**config.mk**
```make
export PLATFORM = sky130hd
export DESIGN_NAME = fifo_wr_ctrl
export DESIGN_NICKNAME = d
export VERILOG_FILES = /design/src/rtl/fifo_pkg.sv /design/src/rtl/fifo_wr_ctrl.sv
export SDC_FILE = /design/constraint.sdc
export NUM_CORES = 1
export LEC_CHECK = 0
export ABC_CLOCK_PERIOD_IN_PS = 3700
export BUFFER_PORTS_ARGS = -buffer_cell sky130_fd_sc_hd__buf_4
export CORE_MARGIN = 4
export CORE_UTILIZATION = 51
export DETAILED_ROUTE_END_ITERATION = 7
export GPL_TIMING_DRIVEN = 0
export MAX_ROUTING_LAYER = met4
export PLACE_DENSITY = 0.79
export SYNTH_ARGS = -nofsm -noshare
export SYNTH_HDL_FRONTEND = slang
export SYNTH_SLANG_ARGS = --single-unit
```
**constraint.sdc**
```tcl
create_clock -name clk -period 3.7 [get_ports clk]
set_clock_uncertainty 0.1 [all_clocks]
set_input_delay 0 -clock clk [delete_from_list [all_inputs] [get_ports clk]]
set_output_delay 0 -clock clk [all_outputs]
set_load 0.01 [all_outputs]
```
**src/rtl/fifo_pkg.sv**
```systemverilog
// Shared definitions for the asynchronous FIFO.
// Holds the default address width and the Gray/binary conversion helpers
// used by both pointer domains. The helpers work on a fixed maximum width.
// Callers zero-extend narrower pointers on the way in and cast the result
// back on the way out.
// Leading zeros do not change either conversion, so one pair of functions
// covers every pointer width up to GRAY_MAX_W.
package fifo_pkg;

  localparam int DEFAULT_ADDR_WIDTH = 3;
  localparam int GRAY_MAX_W         = 32;

  function automatic logic [GRAY_MAX_W-1:0] bin2gray(input logic [GRAY_MAX_W-1:0] b);
    return b ^ (b >> 1);
  endfunction

  // Each binary bit is the XOR of all Gray bits at or above it.
  function automatic logic [GRAY_MAX_W-1:0] gray2bin(input logic [GRAY_MAX_W-1:0] g);
    logic [GRAY_MAX_W-1:0] b;
    b[GRAY_MAX_W-1] = g[GRAY_MAX_W-1];
    for (int i = GRAY_MAX_W - 2; i >= 0; i--) begin
      b[i] = b[i+1] ^ g[i];
    end
    return b;
  endfunction

endpackage

```
**src/rtl/fifo_wr_ctrl.sv**
```systemverilog
// Write-domain control for the asynchronous FIFO.
// This block keeps the binary write pointer and its Gray copy; the Gray copy
// goes to the write-to-read synchronizer.
// Full, almost-full and fill level are registered flags. They are derived
// from the read pointer after it has been synchronized into clk. Overflow is
// a sticky flag.
//
// Ports
//   clk          write-domain clock
//   reset        asynchronous, active-low
//   wr_en        producer write request
//   rptr_sync    Gray read pointer, already synchronized to clk
//   ovf_clr      clears the sticky overflow flag
//   wr_accept    memory write strobe (wr_en & ~full, held low in reset)
//   wr_addr      memory write address
//   wptr_gray    registered Gray write pointer for the synchronizer
//   full         registered full flag
//   almost_full  registered, level >= AFULL_THRESH
//   wr_level     registered occupancy seen from the write side
//   overflow     sticky; a write was attempted while full
module fifo_wr_ctrl
  import fifo_pkg::*;
#(
  parameter int ADDR_WIDTH   = DEFAULT_ADDR_WIDTH,
  parameter int AFULL_THRESH = 6
) (
  input  logic                  clk,
  input  logic                  reset,
  input  logic                  wr_en,
  input  logic [ADDR_WIDTH:0]   rptr_sync,
  input  logic                  ovf_clr,
  output logic                  wr_accept,
  output logic [ADDR_WIDTH-1:0] wr_addr,
  output logic [ADDR_WIDTH:0]   wptr_gray,
  output logic                  full,
  output logic                  almost_full,
  output logic [ADDR_WIDTH:0]   wr_level,
  output logic                  overflow
);

  localparam int PW = ADDR_WIDTH + 1;
  localparam int A  = ADDR_WIDTH;
  localparam logic [PW-1:0] AFULL_LVL = PW'(AFULL_THRESH);

  logic [PW-1:0] wbin_q,   wbin_d;
  logic [PW-1:0] wgray_q,  wgray_d;
  logic          full_q,   full_d;
  logic          afull_q,  afull_d;
  logic [PW-1:0] level_q,  level_d;
  logic          ovf_q,    ovf_d;

  logic [PW-1:0] rbin_s;
  logic [PW-1:0] rgray_full;

  // Without the reset term, wr_en would reach the memory strobe while
  // reset is held, because full reads 0 in reset.
  assign wr_accept = wr_en & ~full_q & reset;

  assign rbin_s = PW'(gray2bin(GRAY_MAX_W'(rptr_sync)));

  // The write pointer is exactly one lap ahead of the read pointer in this
  // Gray pattern: the top two bits are inverted and the rest are equal.
  assign rgray_full = {~rptr_sync[A:A-1], rptr_sync[A-2:0]};

  always_comb begin
    wbin_d  = wbin_q + {{A{1'b0}}, wr_accept};
    wgray_d = PW'(bin2gray(GRAY_MAX_W'(wbin_d)));
    level_d = wbin_d - rbin_s;
    full_d  = (wgray_d == rgray_full);
    afull_d = (level_d >= AFULL_LVL);
    // A write attempt while full takes priority over a clear on the same edge.
    ovf_d   = (wr_en & full_q) | (ovf_q & ~ovf_clr);
  end

  always_ff @(posedge clk or negedge reset) begin
    if (!reset) begin
      wbin_q  <= '0;
      wgray_q <= '0;
      full_q  <= 1'b0;
      afull_q <= 1'b0;
      level_q <= '0;
      ovf_q   <= 1'b0;
    end else begin
      wbin_q  <= wbin_d;
      wgray_q <= wgray_d;
      full_q  <= full_d;
      afull_q <= afull_d;
      level_q <= level_d;
      ovf_q   <= ovf_d;
    end
  end

  assign wr_addr     = wbin_q[A-1:0];
  assign wptr_gray   = wgray_q;
  assign full        = full_q;
  assign almost_full = afull_q;
  assign wr_level    = level_q;
  assign overflow    = ovf_q;

endmodule

```
**After elaboration in Yosys (flattened, before gate mapping)**

Cells that the tools add are included.

- Output and inout port bits: 15
- Register bits: 15
- Logic and storage cells: 22

- Add/subtract/negate cells: 2
- Eq/ne operators: 1
- Order comparisons: 1
- Bitwise logic cells: 12

Operator list:

| cell | number |
|---|---|
| 4-bit by 1-bit adder with 4-bit output | 1 |
| 1-bit bitwise AND | 4 |
| 4-bit equality test | 1 |
| 4-bit by 3-bit >= comparator with 1-bit output (second input constant) | 1 |
| 4-bit subtractor | 1 |
| 4-bit by 3-bit XOR with 4-bit output | 1 |
| 1-bit XOR | 3 |
| 1-bit inverter | 2 |
| 2-bit inverter | 1 |
| 1-bit bitwise OR | 1 |

**Logic depth before layout (Yosys ltp)**

- Depth in word-level cells: 6
- Mapped depth: 9
- Depth with buffers taken out: 9

**Worst setup path before layout**

OpenSTA, ideal clock, no wires.

- Kind: register to register
- Start point: reg full_q, in the netlist full
- End point: reg afull_q, in the netlist almost_full
- Clock period less this slack: 2.253 ns
- Buffers on the path: 0
- Path slack: 1.447 ns
- Cell stages (with the launch flop): 9
- Library setup time: 0.132 ns
- Arrival: 2.022 ns
- Cell sequence: dfrtp_1 -> nor2_1 -> ha_1 -> ha_1 -> inv_1 -> fa_1 -> inv_1 -> a22oi_1 -> o211ai_1

- Longest elaborated chain between the ends: 6

RTL lines:

| item | line | text |
|---|---|---|
| start: declaration | fifo_wr_ctrl.sv:47 | `logic full_q, full_d;` |
| start signal: assignment | fifo_wr_ctrl.sv:86 | `full_q <= full_d;` |
| 1-bit inverter | fifo_wr_ctrl.sv:57 | `assign wr_accept = wr_en & ~full_q & reset;` |
| 1-bit bitwise AND (2 in series) | fifo_wr_ctrl.sv:57 |  |
| via wr_accept | fifo_wr_ctrl.sv:32 | `output logic wr_accept,` |
| 4-bit by 1-bit adder with 4-bit output | fifo_wr_ctrl.sv:66 | `wbin_d = wbin_q + {{A{1'b0}}, wr_accept};` |
| via wbin_d[1] | fifo_wr_ctrl.sv:45 | `logic [PW-1:0] wbin_q, wbin_d;` |
| 4-bit subtractor | fifo_wr_ctrl.sv:68 | `level_d = wbin_d - rbin_s;` |
| via level_d[1] | fifo_wr_ctrl.sv:49 | `logic [PW-1:0] level_q, level_d;` |
| 4-bit by 3-bit >= comparator with 1-bit output | fifo_wr_ctrl.sv:70 | `afull_d = (level_d >= AFULL_LVL);` |
| via afull_d | fifo_wr_ctrl.sv:48 | `logic afull_q, afull_d;` |
| end signal: assignment | fifo_wr_ctrl.sv:87 | `afull_q <= afull_d;` |
| end: declaration | fifo_wr_ctrl.sv:48 |  |

The timed path passes the listed nets, and every way through them passes these cells.

**Worst setup path in the final report**

- Start point: in reset
- End point: reg afull_q, in the netlist almost_full

- Longest elaborated chain between the ends: 4

RTL lines:

| item | line | text |
|---|---|---|
| start: declaration | fifo_wr_ctrl.sv:28 | `input logic reset,` |
| 1-bit bitwise AND | fifo_wr_ctrl.sv:57 |  |
| 4-bit by 1-bit adder with 4-bit output | fifo_wr_ctrl.sv:66 |  |
| via wbin_d[1] | fifo_wr_ctrl.sv:45 |  |
| 4-bit subtractor | fifo_wr_ctrl.sv:68 |  |
| via level_d[1] | fifo_wr_ctrl.sv:49 |  |
| 4-bit by 3-bit >= comparator with 1-bit output | fifo_wr_ctrl.sv:70 |  |
| via afull_d | fifo_wr_ctrl.sv:48 |  |

The timed path passes the listed nets, and every way through them passes these cells.

==> summary.txt <==
Run status
  – Status: completed

Pwr
  – Leak Pwr: between 0.5 and 0.6 nW
  – Peak supply drop: a little over 0.0005 V
  – Pwr Density: between 900 and 1000 nW/um^2
  – Final Total Pwr: 0.934 mW

Synthesis
  – #FFs+latches synth: 14
  – Sequential area share after synthesis: 49.6%
  – Synth top area cells: dfrtp_1 (50%), xnor2_1 (9.9%), ha_1 (8.8%)
  – Syn Area/Cell: 11.8 sq um
  – Synthesized area: 707 sq um
  – Syn_nets: 74
  – Post-synth top area cell: dfrtp_1
  – Count of cell types in the netlist: 20
  – Post-synth top area share: 49.6%
  – Post-Synthesis Cells: 60
  – Ys Warns: 0

Detailed routing
  – Routed len/inst: 13.3 um
  – Iteration-0 DRC Markers: 3
  – Total number of vias: 522
  – DRT Pass-1 Iters: 2
  – M1 WL: 611 um
  – Detailed Route WL: 1.42 mm
  – Drt drc: 0
  – Metal2 WL: about 720 um
  – Final ANT Viol Nets: 0
  – WL met3: 79 um
  – Vias per cell: around 4.9
  – Highest metal used: met4

Clocking
  – Worst skew pair latency: 0.27 ns
  – CTS resizes: 0
  – CTS Buf Count: 3
  – CTS tree: built
  – CTS sink count: 14
  – Clock root buffer master: clkbuf_4
  – Clock slew at reported path FFs: about 0.09 ns
  – Max Buffers Root-to-Sink: 2
  – H-tree depth: 1

Global route
  – Initial antenna violation count: 0
  – First-pass GRT wire length: 2.35 mm
  – Pin count of the biggest net entering global routing: 15
  – Congestion Overflow GR: 0
  – Vias in the first global route: 543
  – Overall routing resource usage: 16.8%

STA
  – Hold Slack: approximately 0.0015 ns
  – Crit path time final: 3.10 ns
  – Slew Viols, Final: 0
  – Final number of hold-violating endpoints: 0
  – Worst-margin pin slew: 0.434 ns
  – Setup TNS: 0 ns
  – Slew margin rel.: 70.8%
  – Final setup fails: 0
  – RSZ-0062 raised after global routing: no
  – Fmax: 323 MHz
  – Period utilisation layout: 83.8%

Floorplanning
  – Chip width: 45.2 um
  – I/O pin count: 23
  – # rows: 13
  – Core Box Area: 1300 sq um
  – Die footprint: 2050 sq um
  – Initial core utilization: between 50 and 60%
  – Die height: between 40 and 50 um

Flow run
  – Max cap viols: 0

Critical path
  – Worst R2R Path Depth: 8
  – CP startpoint kind: input port
  – Critical Path AT: 3.15 ns
  – Critical Path End: almost_full
  – Req. time, crit path: 3.75 ns
  – Max FO, Critical Path: 14
  – FF-to-FF setup slack: 1.31 ns
  – Worst R2R End: almost_full
  – Critical path origin: reset
  – Crit Path Category: input port to register
  – Reg2Reg Launch Point: full
  – Critical path endpoint category: register

Layout
  – Final Net Count: between 100 and 150
  – Most common cell after layout, fill and taps aside: buf_4
  – Commonest non-fill, non-tap cells in the layout: buf_4 (22), dfrtp_1 (14), xnor2_1 (8), inv_1 (8), xor2_1 (7)
  – Area growth syn-to-layout: 39.6%
  – Layout cell share with drive strength beyond 1: 29.3%
  – Final Cell Area: about 990 sq um
  – Post-layout util: between 70 and 80%
  – Ant. Diodes: 0

Min path
  – Hold Crit Class: input port to register

Placement
  – RePlAce Congestion: 0.732
  – PortBufs: 22
  – Post-detail-place hpwl: 1.02 mm
  – Dpl cell area: between 800 and 900 sq um
-- metal layers --
metal / track usage [%] / vias to the layer above
li1: - / 260
met1: 18.8 / 241
met2: 28.2 / 19
met3: 5.18 / 2
met4: 5.26 / 0
met5: - / -
-- cells in the mapped netlist --
cell type and instances:
dfrtp_1 14, inv_1 8, xnor2_1 8, xor2_1 7
ha_1 5, a21oi_1 2, nand2_1 2, nor3_1 2
a211o_1 1, a21boi_0 1, a21o_1 1, a22oi_1 1
and3_1 1, fa_1 1, nand3_1 1, nor2_1 1
o211a_1 1, o211ai_1 1, o21ai_0 1, xor2_2 1
-- state kept, by name (all words and copies together) (netlist names) --
register,count
wr_level,4
almost_full,1
overflow,1
wptr_gray,3
wbin_q,4
full,1
-- layout make-up --
| cell class | count | area, sq um |
|---|---|---|
| Clock buffer | 4 | 36.3 |
| Fill cell | 107 | 314 |
| Inverter | 8 | 30.0 |
| Multi-Input combinational cell | 38 | 327 |
| Sequential cell | 14 | 350 |
| Tap cell | 15 | 18.8 |
| Timing Repair Buffer | 28 | 225 |
-- where the power goes --
part / internal, mW / switching (mW)
clock network: 0.0598 / 0.0488
logic: 0.271 / 0.275
registers: 0.237 / 0.0429
total: 0.568 / 0.366
-- what timing repair did --
action,4_1_cts,5_1_grt
hold endpoints to repair,16,0
hold buffers,6,0
buffers inserted,0,0
-- cell families (layout without fill, tap and decap cells) --
group	count (synthesis)	after routing	share of synthesized area (%)
flip-flops	14	14	49.6
AND/OR/NAND/NOR	7	7	4.60
adder cells (fa/ha/maj)	6	6	11.7
buffers and inverters	8	40	4.25
XOR/XNOR	16	16	20.9
AO/OA/AOI/OAI	9	9	9.03
-- worst min-delay path by stage --
stage,slack [ns],cells after the start,from,end
after detailed placement,-0.24,1,reset,wbin_q[3]
final,0.001,4,rptr_sync[0],wr_level[0]
after global placement,-0.24,1,reset,wbin_q[3]
after global routing,0.02,4,rptr_sync[0],wr_level[0]
after floorplan,-0.40,0,reset,almost_full
after CTS,0.008,4,rptr_sync[0],wr_level[0]
-- worst max-delay path, cell delays in order --
cell and delay [ns]:
dlygate4sd3_1 0.54, dlygate4sd3_1 0.56, buf_4 0.20, nand2_1 0.07
nor2_1 0.06, ha_1 0.24, ha_1 0.41, inv_1 0.12
fa_1 0.57, inv_1 0.06, a22oi_1 0.19, o211ai_1 0.11
-- through the flow --
step           worst slack [ns]  cells
2_1_floorplan              1.45     60
3_3_place_gp               1.42     97
3_5_place_dp               1.37     97
4_1_cts                   0.647    107
5_1_grt                   0.405    107
6_report                  0.601    107
No activity file was read; power rests on OpenSTA's default activity.
